### config.mk
export PLATFORM = sky130hd
export DESIGN_NAME = apb_slave_mem
export DESIGN_NICKNAME = d
export VERILOG_FILES = /design/src/rtl/apb_slave_mem.sv
export SDC_FILE = /design/constraint.sdc
export NUM_CORES = 1
export LEC_CHECK = 0
export ABC_AREA = 1
export BUFFER_PORTS_ARGS = -buffer_cell sky130_fd_sc_hd__buf_2
export CORE_MARGIN = 3
export CORE_UTILIZATION = 58
export CTS_CLUSTER_DIAMETER = 40
export DETAILED_ROUTE_END_ITERATION = 10
export PLACE_DENSITY = 0.75
export SYNTH_ARGS = -nofsm -noshare
export SYNTH_HDL_FRONTEND = slang
export SYNTH_SLANG_ARGS = --single-unit
### constraint.sdc
create_clock -name pclk -period 3.4 [get_ports pclk]
set_input_delay 0.85 -clock pclk [delete_from_list [all_inputs] [get_ports pclk]]
set_output_delay 0.85 -clock pclk [all_outputs]
set_load 0.01 [all_outputs]
### src/rtl/apb_slave_mem.sv
// APB3 completer with a word-addressed register memory.
// It adds programmable wait states, reports out-of-range accesses through
// pslverr, and pulses prot_err when the requester breaks the handshake.
//
// Bus timing. The state register names the current bus cycle. SETUP is the
// first penable cycle and DONE is the penable cycle that carries pready.
// For WAIT_CYCLES=0 the first penable cycle is also the last, so IDLE goes
// straight to DONE. For WAIT_CYCLES=1, SETUP goes straight to DONE.
// Every transfer therefore has WAIT_CYCLES+1 penable cycles.
module apb_slave_mem #(
  parameter int AW          = 8,
  parameter int DW          = 8,
  parameter int DEPTH       = 64,
  parameter int WAIT_CYCLES = 2
) (
  input  logic          pclk,
  input  logic          presetn,
  input  logic          psel,
  input  logic          penable,
  input  logic          pwrite,
  input  logic [AW-1:0] paddr,
  input  logic [DW-1:0] pwdata,
  output logic [DW-1:0] prdata,
  output logic          pready,
  output logic          pslverr,
  output logic          prot_err
);

  localparam int         IW = (DEPTH > 1) ? $clog2(DEPTH) : 1;
  localparam logic [3:0] WC = 4'(WAIT_CYCLES);

  typedef enum logic [1:0] {IDLE, SETUP, WAIT, DONE} state_t;

  state_t        r_state, w_state_nx;
  logic [3:0]    r_cnt;
  logic [AW-1:0] r_addr;
  logic [DW-1:0] r_wdata;
  logic          r_write, r_err;
  logic [DW-1:0] r_mem [DEPTH];
  logic [DW-1:0] r_prdata;
  logic          r_pready, r_pslverr, r_prot_err;

  logic          w_latch, w_err_in, w_write, w_err, w_viol;
  logic [AW-1:0] w_addr;
  logic          w_pready_nx, w_pslverr_nx, w_rd_load, w_commit, w_fwd;
  logic [DW-1:0] w_rd_word;

  // A setup phase is accepted only when no transfer is in flight (or one is completing).
  assign w_latch  = (r_state == IDLE || r_state == DONE) && psel && !penable;
  // Unsigned full-width compare; the extra bit keeps DEPTH == 2**AW representable.
  assign w_err_in = ({1'b0, paddr} >= (AW+1)'(DEPTH));
  // Attributes of the transfer the next edge acts on: fresh bus values when latching, else held copies.
  assign w_addr   = w_latch ? paddr    : r_addr;
  assign w_write  = w_latch ? pwrite   : r_write;
  assign w_err    = w_latch ? w_err_in : r_err;

  // State register.
  always_ff @(posedge pclk or negedge presetn) begin
    if (!presetn) r_state <= IDLE;
    else          r_state <= w_state_nx;
  end

  // Next-state logic and requester protocol checking.
  always_comb begin
    w_state_nx = r_state;
    w_viol     = 1'b0;
    case (r_state)
      IDLE: begin
        if (psel && penable) w_viol = 1'b1;
        else if (w_latch)    w_state_nx = (WC == 4'd0) ? DONE : SETUP;
      end
      SETUP: begin
        if (!(psel && penable)) begin
          w_state_nx = IDLE;
          w_viol     = 1'b1;
        end else begin
          w_state_nx = (WC <= 4'd1) ? DONE : WAIT;
        end
      end
      WAIT: begin
        if (!psel) begin
          w_state_nx = IDLE;
          w_viol     = 1'b1;
        end else if (r_cnt == 4'd2) begin
          // The counter reaches 1 on this edge.
          w_state_nx = DONE;
        end
      end
      DONE: begin
        if (w_latch) w_state_nx = (WC == 4'd0) ? DONE : SETUP;
        else         w_state_nx = IDLE;
      end
      default: w_state_nx = IDLE;
    endcase
  end

  // Output decode: pready and pslverr are registered so that they are high exactly while in DONE.
  always_comb begin
    w_pready_nx  = (w_state_nx == DONE);
    w_pslverr_nx = (w_state_nx == DONE) && w_err;
    w_rd_load    = (w_state_nx == DONE) && !w_write;
    w_commit     = (r_state == DONE) && r_write && !r_err;
    // A zero-wait read set up during a committing write must see the new data.
    w_fwd        = w_commit && (r_addr == w_addr);
    w_rd_word    = w_fwd ? r_wdata : r_mem[w_addr[IW-1:0]];
  end

  // Latch the request on its setup phase and run the wait counter.
  always_ff @(posedge pclk or negedge presetn) begin
    if (!presetn) begin
      r_addr  <= '0;
      r_wdata <= '0;
      r_write <= 1'b0;
      r_err   <= 1'b0;
      r_cnt   <= '0;
    end else begin
      if (w_latch) begin
        r_addr  <= paddr;
        r_wdata <= pwdata;
        r_write <= pwrite;
        r_err   <= w_err_in;
      end
      if (r_state == SETUP)     r_cnt <= WC;
      else if (r_state == WAIT) r_cnt <= r_cnt - 4'd1;
    end
  end

  // Memory array; a write commits on the edge that leaves DONE.
  always_ff @(posedge pclk or negedge presetn) begin
    if (!presetn) begin
      for (int i = 0; i < DEPTH; i++) r_mem[i] <= '0;
    end else if (w_commit) begin
      r_mem[r_addr[IW-1:0]] <= r_wdata;
    end
  end

  // Registered response; prdata holds until the next read completes.
  always_ff @(posedge pclk or negedge presetn) begin
    if (!presetn) begin
      r_prdata   <= '0;
      r_pready   <= 1'b0;
      r_pslverr  <= 1'b0;
      r_prot_err <= 1'b0;
    end else begin
      r_pready   <= w_pready_nx;
      r_pslverr  <= w_pslverr_nx;
      r_prot_err <= w_viol;
      if (w_rd_load) r_prdata <= w_err ? '0 : w_rd_word;
    end
  end

  assign prdata   = r_prdata;
  assign pready   = r_pready;
  assign pslverr  = r_pslverr;
  assign prot_err = r_prot_err;

endmodule
* Word-level counts from Yosys, hierarchy flattened *
Cells that the tools add are included.

cells by class
  bitwise logic cells = 2
  shift operators = 0
  magnitude comparators = 4
  muxes and demuxes = 24
  add/sub/neg operators = 1
  reduce and logical (&&, ||, !) cells = 15
  divide/modulo/power cells = 0
  equality and inequality tests = 6
  $mul = 0

operators by type and width
  kind                 count
  $bwmux 512           1
  $bmux 8 s6           1
  $demux 8 s6          1
  $mux 8               6
  $ge 7x7->1 const B   2
  $not 6->7            2
  $mux 2               5
  $logic_and 1x1->1    9
  $eq 8x8->1           1
  $ge 8x7->1 const B   1
  $mux 4               2
  $pmux 2 s4           1
  $lt 7x1->1 const B   1
  $eq 2x2->1 const B   3
  $mux 1               6
  $eq 4x2->1 const B   1
  $sub 4x1->4 const B  1
  $logic_not 1->1      3
  $pmux 1 s3           1
  $eq 2x1->1 const B   1
  $logic_not 2->1      1
  $reduce_bool 2->1    1
  $logic_or 1x1->1     1

word-level totals
  ROM bits = 0
  memory bits (writable) = 0
  output and inout port bits = 11
  latch bits = 0
  input bits = 21
  memories = 0
  logic and storage cells = 126
  register bits = 547

* Depth between registers and ports, before layout *
Gate-level depths: netlist of the first run.

  word-level depth = 11
  depth in mapped cells = 20
  depth with buffers taken out = 16

* Worst setup path after synthesis of the first run *
No wires, ideal clock.

  path type = input to register
  start point = input penable
  end point = register r_prdata[1], in the netlist prdata[1]
  buffers on the path = 3
  stages on the path = 13
  library setup time = 0.116 ns
  path slack = 1.019 ns
  data arrival time = 2.265 ns
  required time = 3.284 ns
  path through = inv_1 -> nand3_2 -> buf_6 -> buf_6 -> a21oi_4 -> clkbuf_1 -> nand3_1 -> nand3_1 -> nand3_1 -> nand2_1 -> nand2_1 -> nand2_1 -> nand2_1

on the way
  word-level cells in the longest chain between the ends = 9
  elaborated cells between the ends (all ways) = 22
  those cells by class = eq/ne: 2; mux: 13; bitwise: 1; reduce/logical: 6

RTL lines
  what                                        line  RTL
  start, declared                             19    input logic penable,
  $logic_not 1->1                             49    assign w_latch = (r_state == IDLE || r_state == DONE) && psel && !penable;
  $logic_and 1x1->1                           49
  $mux 8                                      n/a
  $not 6->7 (implied by the code)             105   w_rd_word = w_fwd ? r_wdata : r_mem[w_addr[IW-1:0]];
  $bmux 8 s6                                  105
  $mux 8 (implied by the code) (2 in series)  105
  $mux 8                                      105
  $mux 8                                      148   if (w_rd_load) r_prdata <= w_err ? '0 : w_rd_word;
  end signal, assigned                        148
  end, declared                               40    logic [DW-1:0] r_prdata;

Several ways; a longest one is shown, not always the timed one. The select of a mux whose other input is x is not followed.
A chain may end at the register's enable or synchronous reset.

* Worst setup path in the final report of the first run *
  start point = register r_state[1]
  end point = register r_prdata[4], in the netlist prdata[4]

on the way
  word-level cells in the longest chain between the ends = 11
  elaborated cells between the ends (all ways) = 29
  those cells by class = eq/ne: 5; mux: 14; bitwise: 1; reduce/logical: 9

RTL lines
  what                                                  line         RTL
  start, declared                                       34           state_t r_state, w_state_nx;
  start signal, assigned                                60           else r_state <= w_state_nx;
  $eq 2x2->1 / $logic_not 2->1 (equally long branches)  49, 67, 102
  $logic_or 1x1->1                                      49
  $logic_and 1x1->1 (2 in series)                       49
  $mux 8                                                n/a
  $not 6->7 (implied by the code)                       105
  $bmux 8 s6                                            105
  $mux 8 (implied by the code) (2 in series)            105
  $mux 8                                                105
  $mux 8                                                148

Several ways; a longest one is shown, not always the timed one. The select of a mux whose other input is x is not followed.

==> flow_summary.ini, run 1 <==
[status]
status = finished clean

[floorplanning]
io_pins = 32
core_area_um2 = 42200
num_rows = 75
die-area_um2 = 45600
chipHeight_um = 214
start_util = 0.592
chipWidth_um = 214

[route]
vias = 22478
drtIter0Drc = 2844
wirelength_um = 76600
ant_nets = 0
wl_per_cell_um = 20.8
via_per_inst = 6.10
drt_first_pass_iters = 6
drc = 0

[synthesis]
synth_edf_count = 0
synthTopCellsByArea = dfrtp_1, nand2_1, o21ai_0, nand3_1, clkbuf_1
netlist_instances = 3094
yosysTopAreaCell = dfrtp_1
syn_area_per_cell_um2 = 8.08
synth_nets = 3122
synth.distinct_cells = 34
yosysWarningCount = 0
async_flop_share = 1.00
synth_ff_type = dfrtp_1
yosys.area.top_type_share = 0.547
mappedNetlistArea_um2 = 25000
seq_area_frac_synth = 0.547
ys_ff_latch = 547

[worst_setup_path]
required_ns = 3.90
arrival_ns = 3.73
cp-start-kind = flop
startpoint = r_state[1]$_DFF_PN0_
crit_path_end_kind = flop
r2r-start = r_state[1]$_DFF_PN0_
cp_max_fo = 52
worstSetupPathType = flop to flop

[global_route]
antenna_found_initial = 0
grt_pass1_wl_um = 121000
grt_busiest_layer = met2
grt_pass1_vias = 21525
grt.met2_usage = 0.517
grt_max_degree = 89
use_met1 = 0.475
grt_use_met3 = 0.0872
grt_use_total = 0.342
grt_overflow_total = 0

[flow_run]
cap_violations = 0

[timing]
drv_slew = 0
hold_violations = 0
tightest_slew_ns = 1.16
period_share = 0.949
whs_ns = 0.297
fin_crit_ns = 3.23
setup_viol = 0
fmax_ghz = 0.310
skew_ns = 0.0204
relSlewSlack = 0.222

[cts]
cts_tree = done
clk_path_buf_depth = 3
clockRootBuffer = clkbuf_16
clk_pin_slew_ns = 0.06
numCtsBuffers = 74
cts_max_level = 3
cts_sinks = 547
clock_latency_ns = 0.62

[hold_path]
hold_path.class = input port to async pin

[layout]
final_core_util = 0.678
drive_gt1_frac = 0.0989
nNetsFinal = 3112
multi_input_area_um2 = 10100
diodes = 0
syn_to_final_growth_pct = 14.5
seqCellArea_um2 = 13700
nFillCells = 3408

[placement]
gp_congestion = 0.939
port_buffers = 31
place_hpwl_um = 47900

[power]
p_per_area_nw_per_um2 = 823
vdd_drop_max_mv = 0.899
p_leak_uw = 0.0128
power by group:
part	total [µW]	switching [µW]	internal, µW
sequential	7160	302	6860
clock	7870	3120	4750
combinational	8530	6230	2300
total	23600	9650	13900
metal layers:
metal	up-vias	wire, µm
li1	10203	-
met1	10944	31600
met2	1111	34300
met3	220	7410
met4	0	3250
met5	-	0
kinds of logic after synthesis:
logic type,count (synthesis),synth area share
AO/OA/AOI/OAI,555,0.113
flip-flops,547,0.547
AND/OR/NAND/NOR,1700,0.286
multiplexers,1,0.000400
buffers and inverters,284,0.0498
adder cells (fa/ha/maj),7,0.00350
final timing paths:
path                                          endpoint  slack [ns]  cells past startpoint
worst max-delay path             prdata[4]$_DFFE_PN0P_        0.17                     18
worst min-delay path                prot_err$_DFF_PN0_        0.30                      1
worst max register to register   prdata[4]$_DFFE_PN0P_        0.17                     18
worst min register to register  r_mem[147]$_DFFE_PN0P_        0.48                      2
max in group asynchronous       r_mem[344]$_DFFE_PN0P_        2.30                      2
min in group pclk               r_wdata[4]$_DFFE_PN0N_        0.45                      3
cells in the final DEF (no fill, tap or decap), drive strengths merged, types with 8 or more instances in the layout:
| cell type | count |
|---|---|
| nand2 | 1152 |
| dfrtp | 547 |
| o21ai | 532 |
| nand3 | 515 |
| buf | 150 |
| clkbuf | 89 |
| inv | 58 |
| clkinv | 24 |
| a21oi | 15 |
| nor2 | 14 |
| nor3 | 8 |
worst max-delay path, stage by stage, from the launching register on:
cell and delay (ns):
dfrtp_1 0.41, inv_1 0.11, ha_1 0.39, inv_2 0.12, nand3_2 0.18, buf_12 0.22
o21ai_4 0.25, buf_12 0.15, buf_12 0.24, buf_4 0.22, nand3_1 0.09, nand3_1 0.09
nand3_1 0.12, nand3_1 0.13, nand3_1 0.13, nand2_1 0.09, nand2_1 0.06, nand2_1 0.06
nand2_1 0.05
layout make-up:
class                   instances  share of cell area
flip-flops and latches        547               0.478
repair buffers                150              0.0493
clock inverters                47              0.0184
well taps                     539              0.0236
multi-input cells            2263               0.354
inverters                      48             0.00647
clock buffers                  89              0.0699
synth_stat cells (2+ instances only):
cell      number
buf_6          4
o21ai_1        2
o22ai_1        3
nor4_4         3
buf_4         13
dfrtp_1      547
ha_1           7
a21oi_4        2
nand3_1      514
nor3_1         7
clkinv_1       2
a21oi_1       13
o21ai_0      529
nand2_1     1149
a31oi_1        2
nor2_1        13
clkbuf_1     136
inv_2          3
nand2_2        3
buf_2         81
buf_1          2
nand4_1        3
inv_1         43
nor4_2         3
per-stage QoR:
step	worst slack [ns]	TNS, ns	total power [µW]	instances	instance area, µm²
finish	0.174	0	23600	3683	28600
global route	-0.00188	-0.00188	24500	3683	28600
CTS	0.0807	0	23300	3681	28600
global placement	0.0494	0	15400	3545	26100
floorplan	1.02	0	12200	3094	25000
detailed placement	0.0128	0	15500	3545	26100
registers in the layout, summed over array words and instances (netlist names):
register and flops:
r_mem 512, prot_err 1, pready 1, r_addr 8
r_write 1, r_wdata 8, r_state 2, r_err 1
r_cnt 4, pslverr 1, prdata 8
what timing repair did:
action | CTS | global route
setup endpoints to repair | 0 | 7
resized for setup | 0 | 3
hold buffers | 0 | 0
setup buffers | 0 | 2
No activity file was read; power rests on OpenSTA's default activity.
==> run 2, diff against run 1 <==
Settings changed: MAX_ROUTING_LAYER set to met4, REMOVE_ABC_BUFFERS set to 1.
==> run 2 against run 1 <==
Effect of this change:
- power grew 1.0%
- largest power group unchanged
- utilization rose by 0.050 points
- register-to-register slack is essentially flat
- die area unchanged
- clock power grew 3.0%
- hold slack got worse by 0.042 ns
- sequential cell count unchanged
- combinational power is essentially flat
- non-clock buffer count shrank 5
- highest routed layer unchanged
- critical endpoint is now prdata[0]$_DFFE_PN0P_
- sequential power barely moved
==> flow_summary.ini, run 2 (synthesized netlist as in run 1, its figures left out) <==
[layout]
drive_gt1_frac = 0.0967
nNetsFinal = 3108
largest_reg_flops = 512
nFillCells = 3360
largest-register = r_mem
diodes = 0
mostFrequentLayoutCell = nand2_1
syn_to_final_growth_pct = 14.6
final_cell_mix = nand2_1, dfrtp_1, o21ai_0

[cts]
cts_max_level = 3
cts_tree = done
clock_latency_ns = 0.61
cts_sinks = 547
numCtsBuffers = 74
clk_pin_slew_ns = 0.06
clk_path_buf_depth = 3
cts_hold_buf = 0
clockRootBuffer = clkbuf_16

[flow_run]
cap_violations = 0

[floorplanning]
start_util = 0.592
die-area_um2 = 45600
core_area_um2 = 42200
chipHeight_um = 214
num_rows = 75
io_pins = 32
chipWidth_um = 214

[timing]
hold_violations = 0
setup_ws_ns = 0.163
setup_viol = 0
fin_crit_ns = 3.24
fmax_ghz = 0.309
relSlewSlack = 0.338
whs_ns = 0.255
drv_slew = 0
rsz0062_at_grt = false
skew_ns = 0.0188
tightest_slew_ns = 0.992
final.setup.tns_ns = 0
period_share = 0.952

[global_route]
grt_overflow_total = 0
grt_max_degree = 88
grt_pass1_wl_um = 121000
antenna_found_initial = 1
grt_pass1_vias = 21516
grt_use_total = 0.352

[route]
vias = 22566
wl_per_cell_um = 20.8
wirelength_um = 76600
drt_first_pass_iters = 6
drtIter0Drc = 3227
drc = 0
ant_nets = 0
via_per_inst = 6.14

[worst_setup_path]
startpoint = r_state[1]$_DFF_PN0_
required_ns = 3.95
cp-start-kind = flop
r2r-start = r_state[1]$_DFF_PN0_
reg2reg_to = prdata[0]$_DFFE_PN0P_
cp_max_fo = 16
worstSetupPathType = flop to flop
r2r_cells = 18
arrival_ns = 3.79
rrSetupSlack_ns = 0.16
crit_path_end_kind = flop

[power]
p_leak_uw = 0.0128
total_power_uw = 23800
p_per_area_nw_per_um2 = 830
vdd_drop_max_mv = 0.608

[placement]
port_buffers = 31
gp_congestion = 0.965
place_ws_ns = 0.139
place_hpwl_um = 48200

[hold_path]
hold_path.class = input port to async pin

[status]
status = finished clean
## run 2: worst max-delay path by stage
stage	endpoint	slack [ns]
global placement	prdata[1]$_DFFE_PN0P_	0.15
finish	prdata[0]$_DFFE_PN0P_	0.16
CTS	prdata[1]$_DFFE_PN0P_	0.13
global route	prdata[1]$_DFFE_PN0P_	0.04
floorplan	prdata[0]$_DFFE_PN0P_	-2.92
detailed placement	prdata[1]$_DFFE_PN0P_	0.14
## run 2: area by class of cell
class	count	area, µm²	share of cell area
Clock buffer	96	2150	0.0751
Clock inverter	35	464	0.0162
Inverter	48	183	0.00638
Multi-Input combinational cell	2264	10100	0.354
Sequential cell	547	13700	0.478
Tap cell	539	674	0.0235
Timing Repair Buffer	145	1350	0.0470
## run 2: where the power goes
part	leakage [µW]	total (µW)	internal, µW	switching, µW
clock network	0.00128	8110	5170	2950
logic	0.00390	8510	2340	6180
registers	0.00759	7170	6860	306
total	0.0128	23800	14400	9430
## run 2: worst max-delay path: stages (launching register included)
cell,delay [ns]
dfrtp_1,0.42
inv_1,0.14
ha_2,0.34
inv_2,0.10
nand3_2,0.19
buf_12,0.23
nand2_1,0.24
nand2_8,0.19
buf_4,0.19
buf_12,0.14
nand3_1,0.12
nand3_1,0.08
nand3_1,0.20
nand3_1,0.21
nand3_1,0.15
nand2_1,0.06
nand2_1,0.06
nand2_1,0.05
nand2_1,0.05
## run 2: timing repair
action | 4_1_cts | 5_1_grt
buffers inserted | 0 | 2
gates resized for setup | 0 | 2
endpoints found under the setup margin | 0 | 8
endpoints found under the hold margin | 0 | 0
## run 2: metal layers
| metal | routed length, µm | track usage |
|---|---|---|
| met1 | 31000 | 0.479 |
| met2 | 34700 | 0.521 |
| met3 | 7740 | 0.0789 |
| met4 | 3110 | 0.139 |
| met5 | 0 | - |
## run 2: metrics by stage
stage / utilization / area [µm²] / instances
floorplan: - / 23900 / 2858
global route: 0.679 / 28700 / 3674
detailed placement: 0.616 / 26000 / 3540
finish: 0.679 / 28700 / 3674
global placement: 0.616 / 26000 / 3540
CTS: 0.678 / 28600 / 3671
